**src/rtl/router_fsm.sv**
```systemverilog
// Control FSM for the 1x3 router: decodes the header address, waits for the
// destination FIFO, and sequences header/payload/parity loading and FIFO-full stalls.
module router_fsm (
  input  logic       clock,
  input  logic       resetn,
  input  logic       pkt_valid,
  input  logic [1:0] data_in,
  input  logic       fifo_full,
  input  logic       fifo_empty_0,
  input  logic       fifo_empty_1,
  input  logic       fifo_empty_2,
  input  logic       soft_reset_0,
  input  logic       soft_reset_1,
  input  logic       soft_reset_2,
  input  logic       parity_done,
  input  logic       low_pkt_valid,
  output logic       write_enb_reg,
  output logic       detect_add,
  output logic       lfd_state,
  output logic       ld_state,
  output logic       laf_state,
  output logic       full_state,
  output logic       rst_int_reg,
  output logic       busy
);

  typedef enum logic [2:0] {
    DA  = 3'd0,
    LFD = 3'd1,
    LD  = 3'd2,
    FFS = 3'd3,
    LAF = 3'd4,
    LP  = 3'd5,
    CPE = 3'd6,
    WTE = 3'd7
  } state_t;

  state_t     r_state;
  state_t     w_next;
  logic [1:0] r_addr;
  logic       w_hdr_ok;
  logic       w_empty_hdr;
  logic       w_empty_sel;
  logic       w_soft_sel;

  assign w_hdr_ok = pkt_valid && (data_in != 2'b11);

  // Header-time empty flag comes from the live address; afterwards from the latched one.
  always_comb begin
    w_empty_hdr = 1'b0;
    w_empty_sel = 1'b0;
    w_soft_sel  = 1'b0;
    case (data_in)
      2'd0:    w_empty_hdr = fifo_empty_0;
      2'd1:    w_empty_hdr = fifo_empty_1;
      2'd2:    w_empty_hdr = fifo_empty_2;
      default: w_empty_hdr = 1'b0;
    endcase
    case (r_addr)
      2'd0:    begin w_empty_sel = fifo_empty_0; w_soft_sel = soft_reset_0; end
      2'd1:    begin w_empty_sel = fifo_empty_1; w_soft_sel = soft_reset_1; end
      2'd2:    begin w_empty_sel = fifo_empty_2; w_soft_sel = soft_reset_2; end
      default: begin w_empty_sel = 1'b0;         w_soft_sel = 1'b0;         end
    endcase
  end

  always_ff @(posedge clock or negedge resetn) begin
    if (!resetn) begin
      r_state <= DA;
      r_addr  <= 2'd0;
    end else begin
      r_state <= w_next;
      if (r_state == DA && w_hdr_ok)
        r_addr <= data_in;
    end
  end

  always_comb begin
    w_next        = r_state;
    write_enb_reg = 1'b0;
    detect_add    = 1'b0;
    lfd_state     = 1'b0;
    ld_state      = 1'b0;
    laf_state     = 1'b0;
    full_state    = 1'b0;
    rst_int_reg   = 1'b0;
    busy          = 1'b0;

    // A read-timeout soft reset on the selected FIFO abandons the packet from any state.
    if (r_state != DA && w_soft_sel) begin
      w_next = DA;
    end else begin
      case (r_state)
        DA:  if (w_hdr_ok) w_next = w_empty_hdr ? LFD : WTE;
        LFD: w_next = LD;
        LD: begin
          if (fifo_full)       w_next = FFS;
          else if (!pkt_valid) w_next = LP;
        end
        FFS: if (!fifo_full) w_next = LAF;
        LAF: begin
          if (parity_done)        w_next = DA;
          else if (low_pkt_valid) w_next = LP;
          else                    w_next = LD;
        end
        LP:  w_next = CPE;
        CPE: w_next = fifo_full ? FFS : DA;
        WTE: if (w_empty_sel) w_next = LFD;
        default: w_next = DA;
      endcase
    end

    case (r_state)
      DA:  detect_add = 1'b1;
      LFD: begin lfd_state = 1'b1; busy = 1'b1; end
      LD:  begin ld_state = 1'b1; write_enb_reg = 1'b1; end
      FFS: begin full_state = 1'b1; busy = 1'b1; end
      LAF: begin laf_state = 1'b1; write_enb_reg = 1'b1; busy = 1'b1; end
      LP:  begin write_enb_reg = 1'b1; busy = 1'b1; end
      CPE: begin rst_int_reg = 1'b1; busy = 1'b1; end
      WTE: busy = 1'b1;
      default: detect_add = 1'b1;
    endcase
  end

endmodule

```
**config.mk**
```make
export PLATFORM = sky130hd
export DESIGN_NAME = router_fsm
export DESIGN_NICKNAME = d
export VERILOG_FILES = /design/src/rtl/router_fsm.sv
export SDC_FILE = /design/constraint.sdc
export NUM_CORES = 1
export LEC_CHECK = 0
export BUFFER_PORTS_ARGS = -buffer_cell sky130_fd_sc_hd__buf_4
export CORE_AREA = 5 5 42 44
export CTS_CLUSTER_SIZE = 10
export DETAILED_ROUTE_END_ITERATION = 10
export DIE_AREA = 0 0 47 49
export PLACE_DENSITY = 0.65
export SLEW_MARGIN = 20
export SYNTH_ARGS = -nofsm -noshare
export SYNTH_HDL_FRONTEND = slang
export SYNTH_SLANG_ARGS = --single-unit
```
**constraint.sdc**
```tcl
create_clock -name clock -period 2.2 [get_ports clock]
set_clock_uncertainty 0.15 [all_clocks]
set_input_delay 0.22 -clock clock [delete_from_list [all_inputs] [get_ports clock]]
set_output_delay 0.22 -clock clock [all_outputs]
set_load 0.05 [all_outputs]
```
[Word-level counts from Yosys, hierarchy flattened]
Cells that the tools add are included.
Storage, ports and cells
  register bits: 5
  logic and storage cells: 50
  input port bits: 14
  output and inout port bits: 8
Operators by class
  reductions and logical operators: 10
  mux-type cells: 22
  equal/unequal tests: 16
Operators by type and width (number)
  3-bit two-way mux: 9
  3-bit one-hot mux with 8 select lines: 1
  3-bit equality test, second input constant: 4
  1-bit one-hot mux with 3 select lines: 3
  1-bit two-way mux: 8
  3-bit by 2-bit equality test with 1-bit output, second input constant: 2
  3-bit inequality test, second input constant: 2
  6-bit OR reduction: 1
  2-bit by 1-bit equality test with 1-bit output, second input constant: 2
  2-bit equality test, second input constant: 2
  2-bit zero test: 2
  4-bit inequality test, second input constant: 1
  4-bit AND reduction: 1
  3-bit by 1-bit equality test with 1-bit output, second input constant: 1
  1-bit logical AND: 3
  3-bit zero test: 1
  3-bit by 2-bit inequality test with 1-bit output, second input constant: 1
  3-bit nonzero test: 1
  3-bit OR reduction: 1
  2-bit two-way mux: 1
  2-bit inequality test, second input constant: 1

[Longest topological paths before layout]
  depth in word-level cells: 6
  depth in mapped cells: 5
  gate-level depth less buffers: 4

[Worst setup path before layout]
Ideal clock, no wire load.
  kind: register -> output
  from: register r_state[0]
  to: output write_enb_reg
  buffers on the path: 1
  required time: 1830 ps
  stages on the path, launching flop included: 5
  path slack: -74 ps
  arrival: 1904 ps
  path through: dfrtp_1 > buf_4 > or2b_2 > nor2_1 > a21o_1
On the way
  cells in the longest elaborated chain, start to end: 3
  elaborated cells on any way between the ends: 5
  those cells by class: eq/ne: 3; mux: 1; reduce/logical: 1
Ends and longest elaborated chain
  start: declaration: line 38  | state_t r_state;
  start signal: assignment: line 72  | r_state <= w_next;
  3-bit equality test / 3-bit by 2-bit equality test with 1-bit output (equally long branches): line 113  | case (r_state)
  3-bit OR reduction (no line) *
  1-bit two-way mux *: line 113
  end: declaration: line 17  | output logic write_enb_reg,
Mark *: on every way between the ends. The rest lies on a longest branch, timed or not.

[Worst setup path in the final report]
  from: register r_state[1]
  to: output write_enb_reg
Same word-level chain as after synthesis.

==> impl_metrics.toml <==
[worst_setup_path]
crit_type = "flop to primary output"
cp_data_arrival_time_ns = 1.48
critPathLaunchType = "flop"
cp.required_ns = 1.83
critPathMaxFanout = 9
ff2ff_path_depth = 4
critPathCaptureType = "primary output"

[synth]
synth_common_cells = "nor2_1, dfrtp_1, mux2i_1"
ys_ff_latch = 5
syn_nets = 72
ys.flop_type = "dfrtp_1"
ys_types = 31
yosysTopAreaCellShare = 0.253
synth_area_leader_cell = "dfrtp_1"
synth_edf_count = 0
ys.warnings.count = 0
synth.area.top_cells = "dfrtp_1, mux2i_1, nand3b_1, nor2_1, a21oi_2"
synth_cells = 58
yosysMostFrequentCell = "nor2_1"
synth_area_um2 = 494
ys_seq_area_frac = 0.253
syn_area_per_cell_um2 = 8.52
async_reset_ff_frac = 1.00

[timing]
worst_slew_pin_slew_ns = 0.294
hold_violations = 0
final_max_slew_viol_count = 0
rsz0062_at_grt = "no"
timing.slew.headroom = 0.804
fin_setup_tns_ns = 0
setup_ws_ns = 0.349
period_needed_ns = 1.85
setup_viol = 0
clock.fmax_mhz = 540
post-route-period-util = 0.842

[min_path]
whs_path_depth = 2
min-delay-path-class = "input pin to flop"

[finish]
drive_gt1_frac = 0.402
diodes = 0
syn2layout_area_growth_pct = 41.0
multi_input_area_um2 = 345
post-route-cell-area_um2 = 697
seq_area_um2 = 125
fillCellCount = 155
fin_nets = 97

[job]
cap_violations = 0

[placement]
dp_hpwl_um = 972
gp_congestion = 0.791
buffer_ports.inserted = 21
dp_slack_ns = 0.619
place_area_um2 = 659

[drt]
detail-route-antenna-nets = 0
dr_wl_met2_um = 560
drtIter0Drc = 9
vias = 517
met3WireLength_um = 98
wire_per_inst_um = 12.2
wl_mm = 1.20
vias_per_cell = 5.28
wl_met1_um = 540
drc = 0
maxUsedRoutingLayer = "met3"
drtPass1Iterations = 4

[grt]
grt_pass1_vias = 489
grt_start_max_net_pins = 11
antenna_found_initial = 0
grt_pass1_wl_mm = 2.06
grt_use_total = 0.116
overflow = 0

[cts]
cts_tree = "built"
cts-htree-levels = 1
cts_resized = 0
numCtsBuffers = 3
cts_sinks = 5
insertion_delay_ns = 0.24
clk_pin_slew_ns = 0.05
clockRootBuffer = "clkbuf_4"
cts.path.max_buffers = 2

[outcome]
outcome = "complete, no violations"

[die]
core_area_mm2 = 0.00140
die_width_um = 47
die_area_mm2 = 0.00230
row_count = 14
die_h_um = 49
initial_core_util = 0.353
io_pins = 22

[power]
power.leakage_nw = 0.339
ir_drop_uv = 741
cellPowerDensity_mw_per_mm2 = 1500
critical path, stage by stage, from the launching register on:
cell     delay [ns]
dfrtp_1        0.51
or2b_2         0.36
nor2_2         0.10
a21o_1         0.09
buf_4          0.18
registers in the layout (all words and copies together) (netlist names):
signal	flops
r_state	3
r_addr	2
final timing paths:
path | from | to | slack, ns
worst max register to register | r_state[1] | r_state[0] | 0.61
min in group asynchronous | resetn | r_addr[1] | 0.16
worst max-delay path | r_state[1] | write_enb_reg | 0.35
worst min register to register | r_addr[0] | r_addr[0] | 0.45
worst min-delay path | data_in[0] | r_addr[0] | 0.11
max in group asynchronous | resetn | r_addr[0] | 1.63
kinds of logic after synthesis:
| family | after synthesis | share of synthesized area |
|---|---|---|
| AO/OA/AOI/OAI | 20 | 0.324 |
| multiplexers | 4 | 0.0810 |
| flip-flops | 5 | 0.253 |
| AND/OR/NAND/NOR | 24 | 0.289 |
| buffers and inverters | 5 | 0.0532 |
timing repair:
item,CTS,global route
hold buffers,1,0
setup buffers,0,0
hold endpoints to repair,5,0
placed cells by master (no fill, tap or decap), types with 3 or more instances in the layout:
cell type  instances
buf_4             21
nor2_1             5
dfrtp_1            5
mux2i_1            4
inv_1              3
nand2_1            3
nand3b_1           3
clkbuf_4           3
power breakdown:
| part | leakage (nW) | switching, mW | internal [mW] |
|---|---|---|---|
| combinational | 0.260 | 0.442 | 0.272 |
| sequential | 0.0616 | 0.0900 | 0.137 |
| clock | 0.0177 | 0.0395 | 0.0658 |
metrics by stage:
stage / cells / util / power [mW] / hold slack [ns]
CTS: 98 / 0.497 / 1.05 / 0.104
global placement: 93 / 0.471 / 0.941 / -0.127
detailed placement: 93 / 0.471 / 0.942 / -0.125
floorplan: 58 / - / 0.768 / -0.226
finish: 98 / 0.497 / 1.05 / 0.109
global route: 98 / 0.497 / 1.12 / 0.117
routing by layer:
metal / GRT usage / up-vias
met5: 0 / -
met4: 0.0138 / 0
met3: 0.0332 / 0
met2: 0.183 / 18
met1: 0.158 / 234
li1: - / 265
layout make-up:
cell class	instances	area share
well taps	16	0.0287
clock inverters	1	0.00718
flip-flops and latches	5	0.180
clock buffers	3	0.0323
inverters	3	0.0162
repair buffers	22	0.241
multi-input cells	48	0.496
Note: power is estimated with default switching activity, not from simulation.
